$ cat src/rtl/jtopl_kon_pkg.sv
// Shared types and constants for the jtopl key-on scheduler.
package jtopl_kon_pkg;

    localparam int SLOTS  = 18;
    localparam int SLOT_W = 5;

    typedef struct packed {
        logic [SLOT_W-1:0] slot;
        logic              kon;
    } kon_cmd_t;

    function automatic logic slot_valid(input logic [SLOT_W-1:0] slot);
        return slot < SLOT_W'(SLOTS);
    endfunction

endpackage

$ cat src/rtl/jtopl_kon_fifo.sv
// Synchronous FIFO of key-on commands; full/empty come straight from the registered pointers.
module jtopl_kon_fifo
    import jtopl_kon_pkg::*;
#(
    parameter int DEPTH = 4
) (
    input  logic     clk,
    input  logic     rst,
    input  logic     push,
    input  kon_cmd_t din,
    input  logic     pop,
    output kon_cmd_t dout,
    output logic     full,
    output logic     empty
);

    localparam int AW = $clog2(DEPTH);

    kon_cmd_t      mem [DEPTH];
    logic [AW:0]   wr_ptr;
    logic [AW:0]   rd_ptr;
    logic          do_push;
    logic          do_pop;

    // The extra pointer bit separates the full and empty cases when the indices match.
    assign full    = (wr_ptr[AW] != rd_ptr[AW]) && (wr_ptr[AW-1:0] == rd_ptr[AW-1:0]);
    assign empty   = (wr_ptr == rd_ptr);
    assign do_push = push && !full;
    assign do_pop  = pop && !empty;
    assign dout    = mem[rd_ptr[AW-1:0]];

    always_ff @(posedge clk) begin
        if (rst) begin
            wr_ptr <= '0;
            rd_ptr <= '0;
        end else begin
            if (do_push) wr_ptr <= wr_ptr + (AW+1)'(1);
            if (do_pop)  rd_ptr <= rd_ptr + (AW+1)'(1);
        end
    end

    always_ff @(posedge clk) begin
        if (do_push) mem[wr_ptr[AW-1:0]] <= din;
    end

endmodule

$ cat src/rtl/jtopl_kon_sched.sv
// Key-on scheduler: queues host commands, drains them into a shadow mask and commits at frame start.
// Optional CSM key-on (one full frame of all-ones) is enabled with JTOPL_KON_CSM_EN.
module jtopl_kon_sched
    import jtopl_kon_pkg::*;
#(
    parameter int DEPTH = 4
) (
    input  logic              clk,
    input  logic              rst,
    input  logic              cenop,
    input  logic              zero,
    input  logic              cmd_valid,
    output logic              cmd_ready,
    input  logic [SLOT_W-1:0] cmd_slot,
    input  logic              cmd_kon,
    input  logic              csm_trig,
    output logic              keyon_I,
    output logic [SLOTS-1:0]  kon_active,
    output logic              busy,
    output logic              err
);

    kon_cmd_t          head;
    kon_cmd_t          cmd_in;
    logic              full;
    logic              empty;
    logic              pop;
    logic              commit;
    logic [SLOTS-1:0]  shadow;
    logic [SLOTS-1:0]  shadow_next;
    logic [SLOTS-1:0]  active_next;
    logic [SLOT_W-1:0] cur;
    logic [SLOT_W-1:0] cur_next;
    logic              err_next;

    // Handshake: a command transfers on any clk edge with cmd_valid && cmd_ready;
    // cmd_ready is simply !full and does not look ahead at a same-cycle pop.
    assign cmd_ready = !full;
    assign cmd_in    = '{slot: cmd_slot, kon: cmd_kon};
    assign pop       = cenop && !empty;
    assign commit    = cenop && zero;

    jtopl_kon_fifo #(.DEPTH(DEPTH)) u_fifo (
        .clk   (clk),
        .rst   (rst),
        .push  (cmd_valid),
        .din   (cmd_in),
        .pop   (pop),
        .dout  (head),
        .full  (full),
        .empty (empty)
    );

`ifdef JTOPL_KON_CSM_EN
    logic csm_pend;
    logic csm_hold;
    logic csm_pend_next;
    logic csm_hold_next;
`endif

    always_comb begin
        shadow_next = shadow;
        err_next    = err;
        active_next = kon_active;
        cur_next    = cur;
`ifdef JTOPL_KON_CSM_EN
        csm_pend_next = csm_pend || csm_trig;
        csm_hold_next = csm_hold;
`endif
        if (pop) begin
            if (slot_valid(head.slot)) shadow_next[head.slot] = head.kon;
            else                       err_next = 1'b1;
        end
        if (commit) begin
`ifdef JTOPL_KON_CSM_EN
            if (csm_pend) begin
                active_next   = '1;
                csm_pend_next = csm_trig;
                csm_hold_next = 1'b1;
            end else begin
                active_next   = shadow_next;
                csm_hold_next = 1'b0;
            end
`else
            active_next = shadow_next;
`endif
        end
        if (cenop) begin
            if (zero || cur == SLOT_W'(SLOTS-1)) cur_next = '0;
            else                                 cur_next = cur + SLOT_W'(1);
        end
    end

    always_ff @(posedge clk) begin
        if (rst) begin
            shadow     <= '0;
            kon_active <= '0;
            cur        <= '0;
            keyon_I    <= 1'b0;
            err        <= 1'b0;
        end else begin
            shadow     <= shadow_next;
            kon_active <= active_next;
            cur        <= cur_next;
            err        <= err_next;
            // Index with the post-commit mask and post-advance slot so stage I sees the new state.
            if (cenop) keyon_I <= active_next[cur_next];
        end
    end

`ifdef JTOPL_KON_CSM_EN
    always_ff @(posedge clk) begin
        if (rst) begin
            csm_pend <= 1'b0;
            csm_hold <= 1'b0;
        end else begin
            csm_pend <= csm_pend_next;
            csm_hold <= csm_hold_next;
        end
    end

    assign busy = !empty || (shadow != kon_active) || csm_pend || csm_hold;
`else
    assign busy = !empty || (shadow != kon_active);
`endif

endmodule

$ cat config.mk
export PLATFORM = sky130hd
export DESIGN_NAME = jtopl_kon_sched
export DESIGN_NICKNAME = d
export VERILOG_FILES = /design/src/rtl/jtopl_kon_pkg.sv /design/src/rtl/jtopl_kon_fifo.sv /design/src/rtl/jtopl_kon_sched.sv
export SDC_FILE = /design/constraint.sdc
export NUM_CORES = 1
export LEC_CHECK = 0
export BUFFER_PORTS_ARGS = -buffer_cell sky130_fd_sc_hd__buf_2
export CORE_AREA = 2 2 83 85
export CTS_BUF_LIST = sky130_fd_sc_hd__clkbuf_8
export DETAILED_ROUTE_END_ITERATION = 12
export DIE_AREA = 0 0 85 87
export PLACE_DENSITY = 0.87
export SLEW_MARGIN = 20
export SYNTH_ARGS = -nofsm -noshare
export SYNTH_HDL_FRONTEND = slang
export SYNTH_SLANG_ARGS = --single-unit
$ cat constraint.sdc
create_clock -name clk -period 3.05 [get_ports clk]
set_clock_uncertainty 0.1 [all_clocks]
set_input_delay 0.915 -clock clk [delete_from_list [all_inputs] [get_ports clk]]
set_output_delay 0.915 -clock clk [all_outputs]
set_load 0.02 [all_outputs]
==> impl_metrics.env, run 1 <==
export IMPL_fin_crit_ns=2.82
export IMPL_vias=2748
export IMPL_ys_ff_latch=75
export IMPL_clkSlewWorstSetupHoldPaths_ns=0.08
export IMPL_netlist_area_leader_share=0.285
export IMPL_diodes=0
export IMPL_routabilityCongestion=0.876
export IMPL_yosysTopAreaCell="dfxtp_1"
export IMPL_multi_input_area_um2=1750
export IMPL_antenna_found_initial=0
export IMPL_seq_area_um2=1740
export IMPL_slowest_stage="dfxtp_1"
export IMPL_drive_gt1_frac=0.174
export IMPL_avgSynthCellArea_um2=10.3
export IMPL_slowest_delay_ns=0.46
export IMPL_startpoint="u_fifo.wr_ptr[0]$_SDFFE_PP0P_"
export IMPL_max_freq_mhz=355
export IMPL_portBuffers=32
export IMPL_p_int_mw=1.73
export IMPL_cts_tree="built"
export IMPL_synth_edf_count=24
export IMPL_rsz0062_at_grt="no"
export IMPL_final_core_util=0.621
export IMPL_netSwitchingPower_mw=0.684
export IMPL_fin_cells=470
export IMPL_hold_path_class="reg -> reg"
export IMPL_drc_errors=0
export IMPL_grt_pass1_wl_um=12400
export IMPL_h_tree_depth=3
export IMPL_core_area_um2=6570
export IMPL_routed_wl_um=7350
export IMPL_fin_crit_sh=0.925
export IMPL_track_usage=0.216
export IMPL_pwr_share_seq=0.473
export IMPL_viasPerCell=5.85
export IMPL_syn_cell_area_um2=3580
export IMPL_die_area_um2=7400
export IMPL_ctsResizeCount=0
export IMPL_holdCritStartpoint="keyon_I$_SDFFE_PP0P_"
export IMPL_comb_power_share=0.178
export IMPL_p_sw_frac=0.283
export IMPL_clockBufferDepth=2
export IMPL_maxCapViolCount=0
export IMPL_crit_type="reg -> out"
export IMPL_tns_ns=0
export IMPL_vdd_drop_max_v=0.000525
export IMPL_grt_max_degree=51
export IMPL_rows=30
export IMPL_p_leak_nw=1.57
export IMPL_dp_hpwl_um=5370
export IMPL_grt_ovfl_total=0
export IMPL_worst_slack_ns=0.229
export IMPL_arrival_ns=1.81
export IMPL_synth_cell_types=52
export IMPL_io_pins=34
export IMPL_die_x_um=85
export IMPL_synthToLayoutAreaGrowth_pct=13.9
export IMPL_run_status="finished, final reports clean"
export IMPL_initialDrtViolationCount=219
export IMPL_drtAntennaViolNets=0
export IMPL_netlist_top_cells_area="dfxtp_1 29%, edfxtp_1 20%, nor2_1 6.4%, mux2i_1 5.6%, xnor2_1 5.1%"
export IMPL_worst_setup_path_start_kind="flip-flop"
export IMPL_numCtsBuffers=9
export IMPL_dp_cells=454
export IMPL_grt_pass1_vias=2645
export IMPL_clock_sinks=75
export IMPL_synthArstFlopShare=0
export IMPL_relSlewSlack=0.416
export IMPL_start_util=0.545
export IMPL_cts_setup_buffers=0
export IMPL_synth_nets=367
export IMPL_power_mw=2.41
export IMPL_hold_viol_final=0
export IMPL_synthCells=348
export IMPL_fill_cells=543
export IMPL_ys_seq_area_frac=0.486
export IMPL_post_place_ws_ns=0.221
export IMPL_end_kind="primary output"
export IMPL_p_clk_frac=0.349
export IMPL_die_y_um=87
export IMPL_crit_chain="xnor2_1 -> nand3_1 -> nor4_1 -> nand4_1 -> buf_2"
export IMPL_postCtsHoldBufs=0
export IMPL_ys_warnings_count=0
export IMPL_nets=404
export IMPL_wire_per_inst_um=15.6
export IMPL_setup_viol=0
export IMPL_clk_latency_ns=0.35
export IMPL_drt_first_pass_iters=4
export IMPL_cts_root_buf="clkbuf_8"
export IMPL_yosys_most_used_dff="dfxtp_1"
export IMPL_crit_required_ns=2.03
export IMPL_powerDensity_nw_per_um2=592
export IMPL_crit_path_max_fanout=5
export IMPL_final_max_slew_violation_count=0
export IMPL_tightest_slew_ns=0.876
cells by family after synthesis:
family,after synthesis,share of synthesized area
muxes,27,0.0989
DFF,75,0.486
adders and majority gates,7,0.0245
AOI/OAI and AO/OA,51,0.105
and+or+nand+nor,139,0.195
buffers and inverters,23,0.0262
xor gates and xnor gates,26,0.0636
path summary, 6_finish.rpt:
path                                             end  depth (start not counted)  slack [ns]
worst min-delay path            keyon_I$_SDFFE_PP0P_                          2        0.41
worst max register to register  keyon_I$_SDFFE_PP0P_                          7        0.27
worst max-delay path                            busy                          5        0.23
worst min register to register  keyon_I$_SDFFE_PP0P_                          2        0.41
metal layers:
layer  wire (um)  vias up  GRT usage  part of all wire
li1            -     1352          -                 -
met1        3160     1308      0.265              0.43
met2        3690       76      0.370              0.50
met3         365       12     0.0616             0.050
met4         136        0     0.0649             0.019
met5           0        -          0                 0
critical path, delay by kind of cell (launching register included):
| family | cells | cell delay (ns) |
|---|---|---|
| flip-flops | 1 | 0.46 |
| AND/OR/NAND/NOR | 3 | 0.63 |
| buffers and inverters | 1 | 0.18 |
| XOR/XNOR | 1 | 0.20 |
per-stage QoR:
stage          instance area (um2)  hold WS [ns]
3_5_place_dp                  3850         0.400
2_1_floorplan                 3580         0.399
4_1_cts                       4080         0.409
5_1_grt                       4080         0.456
3_3_place_gp                  3850         0.384
6_report                      4080         0.407
power by group through the flow:
stage / clock network, mW / logic (mW) / registers (mW)
floorplan: 0 / 0.308 / 1.16
global placement: 0 / 0.413 / 1.16
detailed placement: 0 / 0.427 / 1.17
CTS: 0.855 / 0.430 / 1.14
global route: 0.901 / 0.469 / 1.15
finish: 0.841 / 0.430 / 1.14
state kept, by name (all words and copies together), names as in the netlist, named ones only:
| register | flops |
|---|---|
| cur | 5 |
| err | 1 |
| keyon_I | 1 |
| kon_active | 18 |
| shadow | 18 |
| u_fifo.mem | 24 |
| u_fifo.rd_ptr | 3 |
| u_fifo.wr_ptr | 3 |
layout make-up:
| cell class | count | area share |
|---|---|---|
| Clock buffer | 9 | 0.0304 |
| Clock inverter | 7 | 0.0249 |
| Inverter | 6 | 0.00552 |
| Multi-Input combinational cell | 250 | 0.428 |
| Sequential cell | 75 | 0.427 |
| Tap cell | 80 | 0.0245 |
| Timing Repair Buffer | 43 | 0.0595 |
Yosys cell counts, types with 2 or more instances:
| cell | instances |
|---|---|
| a211oi_1 | 20 |
| a21oi_1 | 7 |
| a311oi_1 | 2 |
| a31oi_1 | 3 |
| and2_1 | 6 |
| and3_1 | 6 |
| and3b_1 | 2 |
| clkbuf_1 | 15 |
| dfxtp_1 | 51 |
| edfxtp_1 | 24 |
| ha_1 | 7 |
| inv_1 | 6 |
| mux2i_1 | 20 |
| mux4_1 | 2 |
| mux4_2 | 4 |
| nand2_1 | 20 |
| nand2b_1 | 3 |
| nand3_1 | 7 |
| nand4_1 | 8 |
| nor2_1 | 61 |
| nor2b_1 | 5 |
| nor3_1 | 4 |
| nor3b_1 | 2 |
| nor4_1 | 2 |
| nor4b_1 | 4 |
| o21ai_0 | 6 |
| or3_1 | 2 |
| xnor2_1 | 21 |
| xor2_1 | 5 |
layout by cell type, fill, tap and decap left out, types with 4 or more instances in the layout:
cell type / instances
a21oi_1: 7
nand2_1: 20
inv_1: 7
edfxtp_1: 24
mux4_2: 4
and3_1: 6
nor2_1: 61
nand4_1: 8
mux2i_1: 20
nor4b_1: 4
a211oi_1: 20
dfxtp_1: 51
xnor2_1: 21
buf_2: 32
ha_1: 7
o21ai_0: 6
and2_1: 6
clkbuf_8: 9
nor2b_1: 5
nand3_1: 7
nor3_1: 4
buf_4: 11
xor2_1: 5
(Power assumes the default switching activity.)
==> run 2: changes to the inputs <==
--- a/config.mk
+++ b/config.mk
@@ -6,11 +6,13 @@
 export NUM_CORES = 1
 export LEC_CHECK = 0
 export BUFFER_PORTS_ARGS = -buffer_cell sky130_fd_sc_hd__buf_2
-export CORE_AREA = 2 2 83 85
+export CELL_PAD_IN_SITES_DETAIL_PLACEMENT = 0
+export CELL_PAD_IN_SITES_GLOBAL_PLACEMENT = 1
+export CORE_AREA = 2 2 98 100
 export CTS_BUF_LIST = sky130_fd_sc_hd__clkbuf_8
 export DETAILED_ROUTE_END_ITERATION = 12
-export DIE_AREA = 0 0 85 87
-export PLACE_DENSITY = 0.87
+export DIE_AREA = 0 0 100 102
+export PLACE_DENSITY = 0.81
 export SLEW_MARGIN = 20
 export SYNTH_ARGS = -nofsm -noshare
 export SYNTH_HDL_FRONTEND = slang
==> run 2 against run 1 <==
Maximum frequency is 2.8% lower. Combinational power rose by 4%. First-iteration DRC count fell by 57%. Sequential cell count unchanged. Via count shrank 1.5%.
==> impl_metrics.env, run 2 (synthesis results as in run 1) <==
export IMPL_run_status="finished, final reports clean"
export IMPL_setup_viol=0
export IMPL_core_area_um2=9110
export IMPL_die_y_um=102
export IMPL_crit_path_max_fanout=4
export IMPL_hold_path_class="reg -> reg"
export IMPL_r2r_slack_ns=0.23
export IMPL_endpoint="busy"
export IMPL_cts_tree="built"
export IMPL_nets=412
export IMPL_postCtsHoldBufs=0
export IMPL_largest_reg_flops=24
export IMPL_crit_type="reg -> out"
export IMPL_drc_errors=0
export IMPL_wire_per_inst_um=15.9
export IMPL_final_cell_mix="61 x nor2_1, 51 x dfxtp_1, 32 x buf_2, 24 x edfxtp_1, 21 x xnor2_1"
export IMPL_seq_area_um2=1740
export IMPL_grt_pass1_vias=2720
export IMPL_rsz0062_at_grt="no"
export IMPL_worst_slack_ns=0.149
export IMPL_tns_ns=0
export IMPL_initialDrtViolationCount=94
export IMPL_p_leak_nw=1.59
export IMPL_grt_ovfl_total=0
export IMPL_grt_max_degree=39
export IMPL_die_area_um2=10200
export IMPL_post_place_ws_ns=0.202
export IMPL_routabilityCongestion=0.841
export IMPL_h_tree_depth=3
export IMPL_end_kind="primary output"
export IMPL_ctsResizeCount=0
export IMPL_fill_cells=893
export IMPL_crit_required_ns=2.03
export IMPL_final_common_cell="nor2_1"
export IMPL_hold_viol_final=0
export IMPL_clockBufferDepth=2
export IMPL_antenna_found_initial=0
export IMPL_maxCapViolCount=0
export IMPL_synthToLayoutAreaGrowth_pct=15.4
export IMPL_clk_latency_ns=0.35
export IMPL_start_util=0.393
export IMPL_tightest_slew_ns=0.656
export IMPL_viasPerCell=5.32
export IMPL_numCtsBuffers=9
export IMPL_fin_crit_ns=2.90
export IMPL_clock_sinks=75
export IMPL_worst_setup_path_start_kind="flip-flop"
export IMPL_clkSlewWorstSetupHoldPaths_ns=0.09
export IMPL_diodes=0
export IMPL_rr_worst_depth=7
export IMPL_track_usage=0.171
export IMPL_power_mw=2.30
export IMPL_cts_root_buf="clkbuf_8"
export IMPL_final_max_slew_violation_count=0
export IMPL_drive_gt1_frac=0.193
export IMPL_max_freq_mhz=345
export IMPL_vdd_drop_max_v=0.000394
export IMPL_dp_hpwl_um=5900
export IMPL_drt_first_pass_iters=4
export IMPL_grt_pass1_wl_um=13400
export IMPL_worstReg2RegEnd="keyon_I$_SDFFE_PP0P_"
export IMPL_relSlewSlack=0.563
export IMPL_cts_setup_buffers=0
export IMPL_holdCritStartpoint="err$_SDFFE_PP0P_"
export IMPL_powerDensity_nw_per_um2=557
export IMPL_arrival_ns=1.89
export IMPL_vias=2707
export IMPL_drtAntennaViolNets=0
export IMPL_rows=35
export IMPL_routed_wl_um=8080
export IMPL_startpoint="kon_active[7]$_SDFF_PP0_"
export IMPL_multi_input_area_um2=1750
export IMPL_io_pins=34
export IMPL_portBuffers=32
export IMPL_fin_crit_sh=0.951
export IMPL_die_x_um=100
[run 2: per-layer routing]
layer,up-vias,track usage,wire length (um),part of all wire
met1,1281,0.220,3680,0.46
met2,59,0.292,3930,0.49
met5,-,0,0,0
met4,0,0.0558,123,0.015
met3,10,0.0308,349,0.043
li1,1357,-,-,-
[run 2: stage by stage]
step | utilization | hold slack, ns | cell area, um2 | std cells
finish | 0.454 | 0.376 | 4130 | 509
global route | 0.454 | 0.434 | 4130 | 509
CTS | 0.454 | 0.386 | 4130 | 509
detailed placement | 0.434 | 0.362 | 3950 | 493
global placement | 0.434 | 0.359 | 3950 | 493
floorplan | - | 0.399 | 3580 | 348
[run 2: area by class of cell]
| class | count | area share |
|---|---|---|
| inverter | 6 | 0.00545 |
| tap | 111 | 0.0336 |
| timing repair buffer | 51 | 0.0732 |
| clock inverter | 7 | 0.0142 |
| sequential | 75 | 0.421 |
| multi-input combinational | 250 | 0.422 |
| clock buffer | 9 | 0.0300 |
[run 2: worst max-delay path, stage by stage, from the launching register on]
cell and delay [ns]:
dfxtp_1 0.46, xnor2_1 0.15, nand4_1 0.16, nor4_1 0.42
nand4_1 0.15, buf_2 0.19
[run 2: power by group]
group	internal [mW]	switching (mW)	leakage [nW]	total (mW)
clock	0.310	0.406	0.0925	0.716
combinational	0.190	0.258	0.863	0.447
sequential	1.08	0.0563	0.636	1.14
[run 2: worst min path at each step]
| stage | end | slack, ns | cells after the start |
|---|---|---|---|
| floorplan | u_fifo.rd_ptr[2]$_SDFFE_PP0P_ | 0.40 | 2 |
| global placement | err$_SDFFE_PP0P_ | 0.36 | 2 |
| detailed placement | err$_SDFFE_PP0P_ | 0.36 | 2 |
| CTS | err$_SDFFE_PP0P_ | 0.39 | 2 |
| global route | err$_SDFFE_PP0P_ | 0.43 | 2 |
| finish | err$_SDFFE_PP0P_ | 0.38 | 2 |
==> run 3: changes to the inputs <==
--- a/config.mk
+++ b/config.mk
@@ -12,7 +12,7 @@
 export CTS_BUF_LIST = sky130_fd_sc_hd__clkbuf_8
 export DETAILED_ROUTE_END_ITERATION = 12
 export DIE_AREA = 0 0 100 102
-export PLACE_DENSITY = 0.81
+export PLACE_DENSITY = 0.69
 export SLEW_MARGIN = 20
 export SYNTH_ARGS = -nofsm -noshare
 export SYNTH_HDL_FRONTEND = slang
==> run 3 against run 2 <==
Core utilization is 0.34 points lower. Wire length is 1.6% higher. Via count is 0.92% lower. Highest routed layer unchanged. Largest cell class unchanged.
==> impl_metrics.env, run 3 (synthesis results as in run 1) <==
export IMPL_relSlewSlack=0.631
export IMPL_crit_required_ns=2.03
export IMPL_initialDrtViolationCount=125
export IMPL_tightest_slew_ns=0.553
export IMPL_crit_type="reg -> out"
export IMPL_rows=35
export IMPL_worst_setup_path_start_kind="flip-flop"
export IMPL_cts_tree="built"
export IMPL_vdd_drop_max_v=0.000306
export IMPL_clock_sinks=75
export IMPL_arrival_ns=1.84
export IMPL_final_core_util=0.450
export IMPL_wire_per_inst_um=16.2
export IMPL_viasPerCell=5.30
export IMPL_drive_gt1_frac=0.182
export IMPL_routed_wl_um=8210
export IMPL_antenna_found_initial=0
export IMPL_hold_path_class="reg -> reg"
export IMPL_final_cell_area_um2=4100
export IMPL_numCtsBuffers=9
export IMPL_end_kind="primary output"
export IMPL_die_area_um2=10200
export IMPL_run_status="finished, final reports clean"
export IMPL_dp_cells=490
export IMPL_drt_first_pass_iters=4
export IMPL_postCtsHoldBufs=0
export IMPL_drtAntennaViolNets=0
export IMPL_nets=409
export IMPL_post_place_ws_ns=0.196
export IMPL_grt_pass1_vias=2581
export IMPL_portBuffers=32
export IMPL_hold_viol_final=0
export IMPL_final_cell_mix="61 x nor2_1, 51 x dfxtp_1, 32 x buf_2, 24 x edfxtp_1, 21 x xnor2_1"
export IMPL_vias=2682
export IMPL_ctsResizeCount=0
export IMPL_hold_ws_ns=0.398
export IMPL_powerDensity_nw_per_um2=556
export IMPL_seq_area_um2=1740
export IMPL_routabilityCongestion=0.793
export IMPL_rsz0062_at_grt="no"
export IMPL_cts_setup_buffers=0
export IMPL_maxCapViolCount=0
export IMPL_fin_cells=506
export IMPL_clk_latency_ns=0.35
export IMPL_diodes=0
export IMPL_largest_reg_flops=24
export IMPL_die_x_um=100
export IMPL_die_y_um=102
export IMPL_start_util=0.393
export IMPL_clockBufferDepth=2
export IMPL_final_max_slew_violation_count=0
export IMPL_fill_cells=888
export IMPL_grt_max_degree=39
export IMPL_fin_crit_sh=0.935
export IMPL_final_common_cell="nor2_1"
export IMPL_synthToLayoutAreaGrowth_pct=14.6
export IMPL_crit_path_max_fanout=5
export IMPL_io_pins=34
export IMPL_clkSlewWorstSetupHoldPaths_ns=0.08
export IMPL_cts_root_buf="clkbuf_8"
export IMPL_core_area_um2=9110
export IMPL_tns_ns=0
export IMPL_power_mw=2.28
export IMPL_dp_hpwl_um=5960
export IMPL_grt_pass1_wl_um=13500
export IMPL_h_tree_depth=3
export IMPL_setup_viol=0
export IMPL_drc_errors=0
export IMPL_p_leak_nw=1.57
export IMPL_fin_crit_ns=2.85
export IMPL_grt_ovfl_total=0
export IMPL_track_usage=0.172
export IMPL_worst_slack_ns=0.197
export IMPL_multi_input_area_um2=1750
export IMPL_max_freq_mhz=350
export IMPL_placed_cell_area_um2=3930
## run 3: final timing paths
path	end	from	cells past startpoint	slack [ns]
worst min register to register	keyon_I$_SDFFE_PP0P_	keyon_I$_SDFFE_PP0P_	2	0.40
worst min-delay path	keyon_I$_SDFFE_PP0P_	keyon_I$_SDFFE_PP0P_	2	0.40
worst max register to register	keyon_I$_SDFFE_PP0P_	flip-flop	7	0.36
worst max-delay path	busy	u_fifo.wr_ptr[0]$_SDFFE_PP0P_	5	0.20
## run 3: area by class of cell
type	instances	area share
multi-input combinational	250	0.425
clock inverter	7	0.0122
tap	111	0.0339
sequential	75	0.425
inverter	6	0.00549
timing repair buffer	48	0.0683
clock buffer	9	0.0302
## run 3: layer usage
metal / wire, um / part of all wire / GRT usage / up-vias
met5: 0 / 0 / 0 / -
met1: 3920 / 0.48 / 0.234 / 1265
met3: 312 / 0.038 / 0.0301 / 13
met2: 3870 / 0.47 / 0.278 / 52
met4: 117 / 0.014 / 0.0601 / 0
li1: - / - / - / 1352
## run 3: critical path, stage by stage, from the launching register on
cell	delay (ns)
dfxtp_1	0.38
xnor2_1	0.28
nand3_1	0.16
nor4_1	0.35
nand4_1	0.14
buf_2	0.18
## run 3: report_power, final
part,internal (mW),switching (mW)
sequential,1.08,0.0564
combinational,0.187,0.260
clock,0.300,0.395
